<file path="src/rtl/stream_mux_pkg.sv">
// Shared mode constants and width helper for the stream multiplexer.
package stream_mux_pkg;

  localparam logic MODE_FIXED = 1'b0;
  localparam logic MODE_RR    = 1'b1;

  function automatic int clog2(input int n);
    int r;
    r = 0;
    for (int i = 0; i < 31; i++) begin
      if ((1 << i) < n) r = i + 1;
    end
    return r;
  endfunction

endpackage

</file>
<file path="src/rtl/stream_mux_rr_arbiter.sv">
// Round-robin search: first asserted req at or above ptr, wrapping N-1 -> 0.
// Purely combinational; one-hot gnt plus its binary index.
module rr_arbiter #(
  parameter int N  = 4,
  parameter int SW = 2
) (
  input  logic [N-1:0]  req,
  input  logic [SW-1:0] ptr,
  output logic [N-1:0]  gnt,
  output logic [SW-1:0] gnt_idx
);

  logic [SW:0]   w_sum;
  logic [SW-1:0] w_k;
  logic          w_found;

  always_comb begin
    gnt     = '0;
    gnt_idx = '0;
    w_found = 1'b0;
    w_sum   = '0;
    w_k     = '0;
    for (int i = 0; i < N; i++) begin
      // Candidate (ptr + i) mod N; ptr < N keeps the sum below 2N.
      w_sum = {1'b0, ptr} + (SW+1)'(i);
      if (w_sum >= (SW+1)'(N)) w_sum = w_sum - (SW+1)'(N);
      w_k = w_sum[SW-1:0];
      if (!w_found && req[w_k]) begin
        w_found  = 1'b1;
        gnt[w_k] = 1'b1;
        gnt_idx  = w_k;
      end
    end
  end

endmodule

</file>
<file path="src/rtl/stream_mux.sv">
// N-to-1 valid/ready stream mux, fixed-select or round-robin, one-cycle registered output.
// IN_READY is combinational from the grant; the output slot refills in the same cycle it drains.
module stream_mux
  import stream_mux_pkg::*;
#(
  parameter int W  = 8,
  parameter int N  = 4,
  parameter int SW = clog2(N)
) (
  input  logic           CLK,
  input  logic           RSTbar,
  input  logic           Gbar,
  input  logic           MODE,
  input  logic [SW-1:0]  SEL,
  input  logic [N*W-1:0] IN_DATA,
  input  logic [N-1:0]   IN_VALID,
  output logic [N-1:0]   IN_READY,
  output logic [W-1:0]   Y,
  output logic           Y_VALID,
  input  logic           Y_READY,
  output logic [SW-1:0]  Y_CH
);

  logic [W-1:0]  r_y;
  logic [SW-1:0] r_y_ch;
  logic          r_y_vld;
  logic [SW-1:0] r_ptr;

  logic          w_free;
  logic          w_en;
  logic          w_xfer;
  logic [N-1:0]  w_rr_gnt;
  logic [N-1:0]  w_fix_gnt;
  logic [N-1:0]  w_gnt;
  logic [SW-1:0] w_rr_idx;
  logic [SW-1:0] w_gnt_idx;
  logic [SW-1:0] w_ptr_nxt;
  logic [W-1:0]  w_dat;

  rr_arbiter #(
    .N  (N),
    .SW (SW)
  ) u_rr (
    .req     (IN_VALID),
    .ptr     (r_ptr),
    .gnt     (w_rr_gnt),
    .gnt_idx (w_rr_idx)
  );

  assign w_free = !r_y_vld || Y_READY;
  assign w_en   = w_free && !Gbar && RSTbar;

  // A SEL value at or beyond N matches no channel, so nothing is granted.
  always_comb begin
    w_fix_gnt = '0;
    for (int k = 0; k < N; k++) begin
      if (SEL == SW'(k)) w_fix_gnt[k] = IN_VALID[k];
    end
  end

  assign w_gnt     = w_en ? ((MODE == MODE_RR) ? w_rr_gnt : w_fix_gnt) : '0;
  assign w_gnt_idx = (MODE == MODE_RR) ? w_rr_idx : SEL;
  assign w_xfer    = |w_gnt;
  assign IN_READY  = w_gnt;

  always_comb begin
    w_dat = '0;
    for (int k = 0; k < N; k++) begin
      if (w_gnt[k]) w_dat = IN_DATA[k*W +: W];
    end
  end

  assign w_ptr_nxt = (w_rr_idx == SW'(N-1)) ? '0 : w_rr_idx + 1'b1;

  always_ff @(posedge CLK or negedge RSTbar) begin
    if (!RSTbar) begin
      r_y     <= '0;
      r_y_ch  <= '0;
      r_y_vld <= 1'b0;
      r_ptr   <= '0;
    end else if (w_xfer) begin
      r_y     <= w_dat;
      r_y_ch  <= w_gnt_idx;
      r_y_vld <= 1'b1;
      if (MODE == MODE_RR) r_ptr <= w_ptr_nxt;
    end else if (Y_READY) begin
      r_y_vld <= 1'b0;
    end
  end

  assign Y       = r_y;
  assign Y_CH    = r_y_ch;
  assign Y_VALID = r_y_vld;

endmodule

</file>
<file path="config.mk">
export PLATFORM = sky130hd
export DESIGN_NAME = stream_mux
export DESIGN_NICKNAME = d
export VERILOG_FILES = /design/src/rtl/stream_mux_pkg.sv /design/src/rtl/stream_mux_rr_arbiter.sv /design/src/rtl/stream_mux.sv
export SDC_FILE = /design/constraint.sdc
export NUM_CORES = 1
export LEC_CHECK = 0
export BUFFER_PORTS_ARGS = -buffer_cell sky130_fd_sc_hd__buf_2
export CORE_ASPECT_RATIO = 0.5
export CORE_MARGIN = 4
export CORE_UTILIZATION = 50
export DETAILED_ROUTE_END_ITERATION = 10
export GPL_ROUTABILITY_DRIVEN = 0
export HOLD_SLACK_MARGIN = 0.05
export PLACE_DENSITY_LB_ADDON = 0.2
export SETUP_SLACK_MARGIN = 0.15
export SYNTH_ARGS = -nofsm -noshare
export SYNTH_HDL_FRONTEND = slang
export SYNTH_SLANG_ARGS = --single-unit
export TNS_END_PERCENT = 10
</file>
<file path="constraint.sdc">
create_clock -name CLK -period 4.7 [get_ports CLK]
set_clock_uncertainty 0.2 [all_clocks]
set_input_delay 0.235 -clock CLK [delete_from_list [all_inputs] [get_ports CLK]]
set_output_delay 0.235 -clock CLK [all_outputs]
set_load 0.05 [all_outputs]
</file>
Word-level counts from Yosys, hierarchy flattened:

Cells that the tools add are included.

* output and inout port bits: 15
* bits in read-only memories: 0
* flip-flop bits (word level): 13
* latch bits: 0
* memories: 0
* bits in writable memories: 0

* div/mod/pow operators: 0
* equal/unequal tests: 4
* $add $sub $neg: 8
* reductions and logical operators: 19
* bitwise gates (word level): 3
* shift-type cells: 0
* order comparisons: 12
* muxes and demuxes: 45
* multipliers: 0

Operators by type and width (count)
* two-way mux 8 bit: 4
* two-way mux 4 bit: 6
* two-way mux 2 bit: 10
* two-way mux 1 bit: 17
* < comparator 2 x 3 -> 1 bit, second input constant: 4
* OR 4 bit: 3
* >= comparator 3 bit, second input constant: 3
* logical AND 1 bit: 9
* binary-select mux 1 bit (select 2 bit): 4
* demux 1 bit (select 2 bit): 4
* >= comparator 2 x 1 -> 1 bit, second input constant: 4
* subtractor 2 x 1 -> 2 bit, second input constant: 4
* adder 2 x 2 -> 3 bit, second input constant: 2
* == test 2 bit, second input constant: 3
* zero test 1 bit: 5
* OR reduction 4 bit: 1
* adder 2 x 1 -> 3 bit, second input constant: 1
* >= comparator 2 x 3 -> 1 bit, second input constant: 1
* adder 2 x 1 -> 2 bit, second input constant: 1
* == test 2 x 1 -> 1 bit, second input constant: 1
* zero test 2 bit: 1
* AND reduction 2 bit: 1
* nonzero test 2 bit: 1
* logical OR 1 bit: 1

Longest topological paths before layout:

Gate-level depths: netlist of run 1.

* depth after elaboration: 20
* depth in mapped cells: 13

Cells and area by module:

A second synthesis of run 1 with hierarchy kept.

* cells, all modules: 174
* area, all modules: 1387.6 µm²

Modules (own cells, without submodules)
* stream_mux: instances 1, cells each 109, area each 898.4 µm²
* rr_arbiter: instances 1, cells each 65, area each 489.2 µm²

Worst setup path before layout of run 1:

OpenSTA, ideal clock, no wires.

* path kind: register to register
* start point: register (tool-made name)
* end point: register r_y_ch[0], in the netlist Y_CH[0]
* arrival time: 3.363 ns
* clock period less this slack: 3.688 ns
* required time: 4.375 ns
* slack: 1.012 ns
* buffers on the path: 4
* cell stages (with the launch flop): 13
* path through: dfrtp_1 -> buf_6 -> buf_2 -> inv_1 -> ha_1 -> clkbuf_1 -> nor2b_1 -> o211a_1 -> o21ai_1 -> a311oi_4 -> or4_4 -> buf_6 -> mux2_4

RTL lines
* to (signal assigned): line stream_mux.sv:83 `r_y_ch <= w_gnt_idx;`
* to (decl): line stream_mux.sv:25 `logic [SW-1:0] r_y_ch;`

==> flow_summary.json, run 1 <==
{
  "outcome": "finished, final reports clean",
  "fin_cells": 267,
  "power_mw": 1.09,
  "synth_cell_types": 45,
  "vias_per_cell": 5.64,
  "antenna_cells": 0,
  "drt-initial-drc-count": 65,
  "synth_top_area_share_pct": 21.1,
  "port_buffers": 57,
  "worstPathMaxFanout": 21,
  "area_delta_synth_final_pct": 22.2,
  "die_y_um": 47.3,
  "drt_pass1_iterations": 4,
  "critPathCaptureType": "flop",
  "max-cap-violations": 0,
  "clock.fmax_mhz": 257,
  "clkLatencyLatePin_ps": 240,
  "synth.area.top_cells": "dfrtp_1 (21%), a221o_1 (5.8%), nand3b_1 (5.8%)",
  "overflow": 0,
  "cts_setup_buffers": 0,
  "slew_headroom_pct": 40.4,
  "drive_gt1_share_pct": 35.7,
  "dieArea_um2": 4100,
  "io_pins": 58,
  "synth_edf_count": 0,
  "rows": 13,
  "cts.sinks": 13,
  "slowest_delay_ps": 720,
  "hold_class": "in2reg",
  "setup_viol_count_final": 0,
  "ant_nets": 0,
  "grt_pass1_wl_um": 6400,
  "path_class": "reg2reg",
  "cpMaxStageDelayCell": "or4_4",
  "worst_setup_path_start_kind": "flop",
  "crit_chain": "inv_1 > ha_1 > mux4_2 > and2_1 > mux2i_1 > a31oi_4 > or4_4 > nand2_1 > mux2_1",
  "cts_buffers": 3,
  "rsz0062_at_grt": "no",
  "tightest_slew_ps": 882,
  "ir_drop_v": 0.000478,
  "cts_tree": "yes",
  "place_hpwl_um": 3150,
  "dp_slack_ps": 819,
  "required_ps": 4630,
  "antenna_found_initial": 0,
  "p_per_area_nw_per_um2": 576,
  "synth.avg_cell_area_um2": 8.77,
  "grt_pass1_vias": 1444,
  "yosysTopAreaCell": "dfrtp_1",
  "ys_warn_count": 0,
  "finalHoldViolCount": 0,
  "grt_max_degree": 22,
  "wl_per_cell_um": 14.7,
  "fin_crit_ps": 3890,
  "grt.total_usage_pct": 19.7,
  "final_common_cell": "buf_2",
  "cts-hold-fix-buffers": 3,
  "routed_wl_um": 3910,
  "htree_levels": 1,
  "cts_root_buffer": "clkbuf_8",
  "core_um2": 2770,
  "synthesis.nets": 226,
  "ys.flop_type": "dfrtp_1",
  "fin_tns_setup_ps": 0,
  "ys_seq_area_share_pct": 21.1,
  "async_flop_share_pct": 100,
  "ys_ff_latch": 13,
  "placed_cells": 260,
  "cts_resized": 0,
  "multi_input_area_um2": 1070,
  "drc": 0,
  "clk_pin_slew_ps": 60,
  "fin_ws_ps": 806,
  "syn_area_um2": 1540,
  "arrival_ps": 3820,
  "p_leak_nw": 0.866,
  "die_w_um": 86.6,
  "final_cell_mix": "buf_2 (57), inv_1 (15), a21oi_1 (15)",
  "fin_util_pct": 68.2,
  "syn_inst": 176,
  "seqCellArea_um2": 325,
  "clockBufferDepth": 2,
  "drv_slew": 0,
  "start_util_pct": 55.8,
  "fill_cells": 228,
  "final.period_utilization_pct": 82.9,
  "via_count": 1505,
  "layout.nets": 281
}
-- Yosys cell counts, types with 2 or more instances --
cell type,n
a21oi_1,15
inv_1,15
nor2_1,14
dfrtp_1,13
nand2_1,13
nand3b_1,12
a221o_1,9
ha_1,7
buf_2,6
mux2i_1,6
o21ai_0,6
a31oi_1,5
a31oi_2,5
buf_6,4
o21ai_1,4
a41oi_1,3
clkbuf_1,3
nand2b_1,3
a311oi_4,2
and2_1,2
and3_1,2
and3b_1,2
mux2_4,2
o311ai_0,2
-- critical path, delay by kind of cell (launching register included) --
family	cells	cell delay (ps)
and+or+nand+nor	3	1080
muxes	3	970
adders and majority gates	1	560
DFF	1	500
AOI/OAI and AO/OA	1	230
buffers and inverters	1	220
-- sequential cells by signal, summed over array words and instances (netlist names), named ones only --
signal   cells
Y            8
Y_CH         2
Y_VALID      1
r_ptr        1
-- metal layers --
layer	vias to the layer above	GRT usage [%]	part of all wire, %
li1	765	-	-
met1	683	24.6	44
met2	55	37.2	49
met3	2	2.98	7.2
met4	0	4.04	0.33
met5	-	0	0
-- where the power goes --
group / internal [mW] / switching (mW) / leakage, nW / total [mW]
Clock: 0.0598 / 0.0396 / 0.0228 / 0.0994
Combinational: 0.265 / 0.514 / 0.691 / 0.779
Sequential: 0.169 / 0.0389 / 0.152 / 0.208
Total: 0.494 / 0.593 / 0.866 / 1.09
-- area by class of cell --
cell class	instances	area share, %
clock buffer	4	2.39
multi-input combinational	134	56.8
sequential	13	17.2
timing repair buffer	63	17.9
inverter	16	3.18
tap	37	2.45
-- logic make-up (layout without fill, tap and decap cells) --
logic type / Yosys count / in the layout / synth area share [%]
AO/OA/AOI/OAI: 60 / 60 / 34.0
AND/OR/NAND/NOR: 54 / 54 / 19.5
buffers and inverters: 29 / 83 / 9.48
flip-flops: 13 / 13 / 21.1
multiplexers: 12 / 12 / 9.64
adder cells (fa/ha/maj): 7 / 7 / 5.67
XOR/XNOR: 1 / 1 / 0.567
-- path summary, 6_finish.rpt --
check	startpoint	endpoint	slack (ps)	depth (start not counted)
max	r_ptr[1]	flop	810	9
min	IN_DATA[25]	Y[1]	60	3
max reg2reg	r_ptr[1]	flop	810	9
min reg2reg	Y_CH[0]	Y_CH[0]	320	1
max in group asynchronous	RSTbar	Y[4]	3830	2
min in group asynchronous	RSTbar	Y[1]	220	2
-- per-stage QoR --
step | cell area (µm²) | hold WS, ps
after floorplan | 1540 | -261
after global placement | 1810 | -53.7
after detailed placement | 1810 | -45.6
after CTS | 1890 | 66.5
after global routing | 1890 | 72.4
final | 1890 | 64.0
(Power assumes the default switching activity.)
==> inputs of run 2 (changes only) <==
--- a/config.mk
+++ b/config.mk
@@ -5,10 +5,11 @@
 export SDC_FILE = /design/constraint.sdc
 export NUM_CORES = 1
 export LEC_CHECK = 0
+export ABC_AREA = 1
 export BUFFER_PORTS_ARGS = -buffer_cell sky130_fd_sc_hd__buf_2
 export CORE_ASPECT_RATIO = 0.5
 export CORE_MARGIN = 4
-export CORE_UTILIZATION = 50
+export CORE_UTILIZATION = 46
 export DETAILED_ROUTE_END_ITERATION = 10
 export GPL_ROUTABILITY_DRIVEN = 0
 export HOLD_SLACK_MARGIN = 0.05
==> constraint.sdc (replaced) <==
create_clock -name CLK -period 3.4 [get_ports CLK]
set_clock_uncertainty 0.2 [all_clocks]
set_input_delay 0.17 -clock CLK [delete_from_list [all_inputs] [get_ports CLK]]
set_output_delay 0.17 -clock CLK [all_outputs]
set_load 0.05 [all_outputs]
==> run 2 against run 1 <==
Effect of this change:
- final area increased by 12%
- critical path type is now reg2out
- non-clock buffer count increased by 5
- largest cell class unchanged
- largest power group unchanged
- combinational power increased by 59%
- clock power increased by 42%
- sequential power increased by 49%
- area after synthesis increased by 8.0%
- critical path depth increased by 3
- die area increased by 15%
==> flow_summary.json, run 2 <==
{
  "outcome": "finished, final reports clean",
  "final.period_utilization_pct": 89.6,
  "worst_setup_path_start_kind": "flop",
  "synth.avg_cell_area_um2": 6.64,
  "synth_edf_count": 0,
  "dp_slack_ps": 456,
  "async_flop_share_pct": 100,
  "rows": 15,
  "p_leak_nw": 1.23,
  "dieArea_um2": 4710,
  "fin_crit_ps": 3050,
  "synth.most_common_cell": "nand2_1",
  "clock.fmax_mhz": 328,
  "required_ps": 3030,
  "tightest_slew_ps": 471,
  "overflow": 0,
  "antenna_cells": 0,
  "p_sw_mw": 0.988,
  "routed_wl_um": 4290,
  "place_hpwl_um": 3350,
  "arrival_ps": 2680,
  "ys_top_cells_by_count": "nand2_1 (84), nand3_1 (37), inv_1 (36)",
  "swShare_pct": 58.5,
  "clockBufferDepth": 2,
  "start_util_pct": 48.3,
  "cts_setup_buffers": 0,
  "area_delta_synth_final_pct": 26.2,
  "htree_levels": 1,
  "cts_root_buffer": "clkbuf_8",
  "yosysTopAreaCell": "dfrtp_1",
  "ys.flop_type": "dfrtp_1",
  "core_um2": 3450,
  "clk_pin_slew_ps": 60,
  "die_w_um": 93.2,
  "antenna_found_initial": 0,
  "synth_top_area_share_pct": 19.5,
  "p_comb_share_pct": 73.3,
  "cts_tree": "yes",
  "via_count": 1735,
  "cts.sinks": 13,
  "fin_ws_ps": 352,
  "fill_cells": 359,
  "grt_max_degree": 19,
  "synth_cell_types": 33,
  "slew_headroom_pct": 68.6,
  "wl_per_cell_um": 11.7,
  "layout.nets": 368,
  "rsz0062_at_grt": "no",
  "syn_inst": 251,
  "drv_slew": 0,
  "multi_input_area_um2": 1120,
  "drt_pass1_iterations": 5,
  "seqCellArea_um2": 328,
  "clkLatencyLatePin_ps": 250,
  "final_common_cell": "nand2_1",
  "port_buffers": 57,
  "max-cap-violations": 0,
  "worstPathMaxFanout": 18,
  "p_int_mw": 0.702,
  "drc": 0,
  "synth.area.top_cells": "dfrtp_1 (20%), nand2_1 (19%), nand3_1 (11%)",
  "ir_drop_v": 0.000423,
  "setup_viol_count_final": 0,
  "ys_ff_latch": 13,
  "grt_pass1_wl_um": 7160,
  "vias_per_cell": 4.71,
  "cts_buffers": 3,
  "largest_register_ffs": 8,
  "p_per_area_nw_per_um2": 803,
  "clkPwrFrac_pct": 8.3,
  "grt.total_usage_pct": 18.7,
  "path_class": "reg2out",
  "fin_tns_setup_ps": 0,
  "syn_area_um2": 1670,
  "critPathCaptureType": "primary output",
  "final_cell_mix": "nand2_1 (84), buf_2 (57), nand3_1 (37)",
  "finalHoldViolCount": 0,
  "synthesis.nets": 301,
  "drive_gt1_share_pct": 34.7,
  "io_pins": 58,
  "grt_pass1_vias": 1615,
  "seqPwrFrac_pct": 18.4,
  "ys_warn_count": 0,
  "drt-initial-drc-count": 59,
  "hold_class": "in2reg",
  "ys_seq_area_share_pct": 19.5,
  "ant_nets": 0,
  "die_y_um": 50.6
}
[run 2: cell types whose count changed after synthesis, sizes merged, moves of 10 or more]
cell / before / now
nand2: 13 / 107
nand3: 0 / 43
inv: 16 / 40
nand3b: 12 / 2
a21oi: 15 / 5
a31oi: 11 / 0
[run 2: worst paths after layout]
path / startpoint / end / slack [ps] / cells past startpoint
max: r_ptr[1] / IN_READY[3] / 350 / 12
min: SEL[1] / Y_CH[1] / 80 / 5
max reg2reg: r_ptr[1] / Y[5] / 560 / 13
min reg2reg: Y_CH[1] / Y_CH[1] / 270 / 2
max in group asynchronous: RSTbar / r_ptr[1] / 2580 / 2
min in group asynchronous: RSTbar / Y_CH[1] / 170 / 2
[run 2: layout make-up]
| class | count | area share (%) |
|---|---|---|
| flip-flops and latches | 13 | 15.6 |
| multi-input cells | 192 | 53.2 |
| clock buffers | 4 | 2.14 |
| well taps | 51 | 3.03 |
| repair buffers | 68 | 18.7 |
| inverters | 40 | 7.37 |
[run 2: critical path, stage by stage (launching register included)]
cell and delay, ps:
dfrtp_2 470, inv_1 220, ha_1 340, inv_1 170, nand3_2 120, nand2_4 100, nand3_4 90, nor2_4 130
nand2_1 70, nand4_1 110, nand2_2 210, inv_1 110, buf_2 270
[run 2: cells by family (layout without fill, tap and decap cells)]
family	after synthesis	in the layout	synth area share (%)
adder cells (fa/ha/maj)	7	7	5.25
buffers and inverters	46	112	13.4
flip-flops	13	13	19.5
XOR/XNOR	1	1	0.525
AO/OA/AOI/OAI	14	14	6.08
AND/OR/NAND/NOR	170	170	55.3
[run 2: power by group through the flow]
stage	Combinational [mW]	Sequential, mW	Clock [mW]
2_1_floorplan	0.818	0.518	0
3_3_place_gp	1.21	0.305	0
3_5_place_dp	1.23	0.309	0
4_1_cts	1.24	0.307	0.145
5_1_grt	1.36	0.323	0.154
6_report	1.24	0.310	0.141
[run 2: metal layers]
metal,wire [µm],track usage (%)
met1,1870,23.9
met2,2140,33.1
met3,256,3.59
met4,29,3.89
met5,0,0
[run 2: per-stage QoR]
| stage | cells | hold WS, ps | utilization (%) | instance area, µm² | power, mW |
|---|---|---|---|---|---|
| finish | 368 | 81.0 | 60.9 | 2100 | 1.69 |
| global route | 368 | 115 | 60.9 | 2100 | 1.84 |
| CTS | 368 | 84.3 | 60.9 | 2100 | 1.70 |
| detailed placement | 354 | -123 | 56.7 | 1960 | 1.54 |
| global placement | 354 | -129 | 56.7 | 1960 | 1.52 |
| floorplan | 251 | -326 | - | 1670 | 1.34 |
[run 2: what timing repair did]
| item | CTS | global route |
|---|---|---|
| endpoints found under the hold margin | 22 | 0 |
| resized for setup | 0 | 2 |
| hold buffers | 10 | 0 |
| endpoints found under the setup margin | 0 | 3 |
==> inputs of run 3 (changes only) <==
--- a/config.mk
+++ b/config.mk
@@ -6,11 +6,11 @@
 export NUM_CORES = 1
 export LEC_CHECK = 0
 export ABC_AREA = 1
-export BUFFER_PORTS_ARGS = -buffer_cell sky130_fd_sc_hd__buf_2
 export CORE_ASPECT_RATIO = 0.5
 export CORE_MARGIN = 4
-export CORE_UTILIZATION = 46
+export CORE_UTILIZATION = 58
 export DETAILED_ROUTE_END_ITERATION = 10
+export DONT_BUFFER_PORTS = 1
 export GPL_ROUTABILITY_DRIVEN = 0
 export HOLD_SLACK_MARGIN = 0.05
 export PLACE_DENSITY_LB_ADDON = 0.2
==> constraint.sdc (replaced) <==
create_clock -name CLK -period 3.4 [get_ports CLK]
set_clock_uncertainty 0.2 [all_clocks]
set_input_delay 0.51 -clock CLK [delete_from_list [all_inputs] [get_ports CLK]]
set_output_delay 0.51 -clock CLK [all_outputs]
set_load 0.05 [all_outputs]
==> run 3 against run 2 <==
Effect of this change:
- critical path type unchanged
- sequential cell count stayed put
- via count is 12% lower
- highest routed layer unchanged
- die area is 18% lower
- global-route usage is 1.3 points higher
- critical endpoint is now IN_READY[1]
- utilization is 7.0 points higher
- critical path depth stayed put
- total power is 1.7% lower
- combinational power is 21% lower
==> flow_summary.json, run 3 (synthesized netlist as in run 2, its figures left out) <==
{
  "outcome": "finished, final reports clean",
  "crit_chain": "clkinvlp_4 > ha_4 > inv_1 > nand3_2 > nand2_4 > nor2_4 > a21oi_2 > nand3_1 > nand2_2 > nand2_4 > nand2_8 > clkinvlp_4",
  "die_w_um": 83.8,
  "setup_viol_count_final": 0,
  "final.period_utilization_pct": 91.6,
  "critPathLaunch": "r_ptr[1]",
  "max-cap-violations": 0,
  "ant_nets": 0,
  "antenna_found_initial": 0,
  "antenna_cells": 0,
  "finalHoldViolCount": 0,
  "drc": 0,
  "cts_buffers": 3,
  "grt_pass1_vias": 1380,
  "drv_slew": 0,
  "placed_cells": 286,
  "rsz0062_at_grt": "no",
  "grt_max_degree": 18,
  "largest_register_ffs": 8,
  "fin_tns_setup_ps": 0,
  "critPathCaptureType": "primary output",
  "layout.nets": 309,
  "hold_path_startpoint": "Y_READY",
  "arrival_ps": 2400,
  "clkLatencyLatePin_ps": 240,
  "start_util_pct": 62.5,
  "worstPathMaxFanout": 10,
  "hold_class": "in2reg",
  "grt_pass1_wl_um": 6220,
  "core_um2": 2670,
  "tightest_slew_ps": 620,
  "grt.total_usage_pct": 20.0,
  "final_common_cell": "nand2_1",
  "p_leak_nw": 0.983,
  "ir_drop_v": 0.000470,
  "htree_levels": 1,
  "port_buffers": 0,
  "drt-initial-drc-count": 103,
  "drive_gt1_share_pct": 24.4,
  "multi_input_area_um2": 1130,
  "io_pins": 58,
  "worst_setup_path_start_kind": "flop",
  "rows": 13,
  "fill_cells": 256,
  "place_hpwl_um": 3160,
  "vias_per_cell": 5.18,
  "fin_crit_ps": 3110,
  "via_count": 1527,
  "drt_pass1_iterations": 4,
  "fin_cells": 295,
  "path_class": "reg2out",
  "dieArea_um2": 3850,
  "cpMaxStageDelayCell": "dfrtp_2",
  "cts_root_buffer": "clkbuf_8",
  "slew_headroom_pct": 58.6,
  "seqCellArea_um2": 328,
  "p_per_area_nw_per_um2": 918,
  "cts_tree": "yes",
  "clockBufferDepth": 2,
  "overflow": 0,
  "clk_pin_slew_ps": 60,
  "final_cell_mix": "nand2_1 (84), nand3_1 (37), inv_1 (34)",
  "clock.fmax_mhz": 321,
  "wl_per_cell_um": 13.3,
  "area_delta_synth_final_pct": 8.63,
  "slowest_delay_ps": 470,
  "reg2reg_from": "r_ptr[1]",
  "required_ps": 2690,
  "routed_wl_um": 3920,
  "die_y_um": 45.9,
  "cts.sinks": 13
}
## run 3: report_power, final
part | total [mW] | switching, mW | internal [mW]
sequential | 0.548 | 0.318 | 0.229
combinational | 0.977 | 0.611 | 0.366
clock | 0.138 | 0.0551 | 0.0826
total | 1.66 | 0.984 | 0.678
## run 3: metrics by stage
| step | utilization, % | total power [mW] | setup slack (ps) | hold WS, ps | instance area [µm²] |
|---|---|---|---|---|---|
| 3_5_place_dp | 63.8 | 1.45 | 291 | 14.7 | 1700 |
| 4_1_cts | 66.1 | 1.60 | 164 | 135 | 1760 |
| 2_1_floorplan | - | 1.34 | 397 | 14.4 | 1670 |
| 5_1_grt | 67.9 | 1.79 | 133 | 134 | 1810 |
| 6_report | 67.9 | 1.66 | 285 | 137 | 1810 |
| 3_3_place_gp | 63.8 | 1.43 | 365 | 14.7 | 1700 |
## run 3: repair_timing
action / 4_1_cts / 5_1_grt
endpoints found under the setup margin: 3 / 4
hold buffers: 1 / 0
buffers inserted: 0 / 4
endpoints found under the hold margin: 13 / 0
resized for setup: 3 / 3
## run 3: area by class of cell
class | count | area share [%]
Multi-Input combinational cell | 192 | 62.5
Sequential cell | 13 | 18.1
Inverter | 40 | 9.12
Timing Repair Buffer | 9 | 5.25
Tap cell | 37 | 2.56
Clock buffer | 4 | 2.49
## run 3: metal layers
metal  up-vias  routed length, µm  global-route usage (%)
met5         -                  0                       0
met4         0                 14                    2.56
met3         2                362                    4.87
met2        51               1830                    35.1
met1       679               1720                    26.3
li1        795                  -                       -
## run 3: worst paths after layout
check | slack [ps] | cells after the start | endpoint
setup / recovery | 290 | 12 | IN_READY[1]
hold / removal | 140 | 1 | Y_VALID
setup reg to reg | 640 | 14 | Y_CH[0]
hold reg to reg | 460 | 2 | r_ptr[1]
max in group asynchronous | 2050 | 1 | r_ptr[1]
min in group asynchronous | 520 | 1 | asynchronous set/reset pin
## run 3: critical path, delay by kind of cell, from the launching register on
family	cells	cell delay, ps
AOI/OAI and AO/OA	1	70
DFF	1	470
and+or+nand+nor	7	780
buffers and inverters	3	510
adders and majority gates	1	340
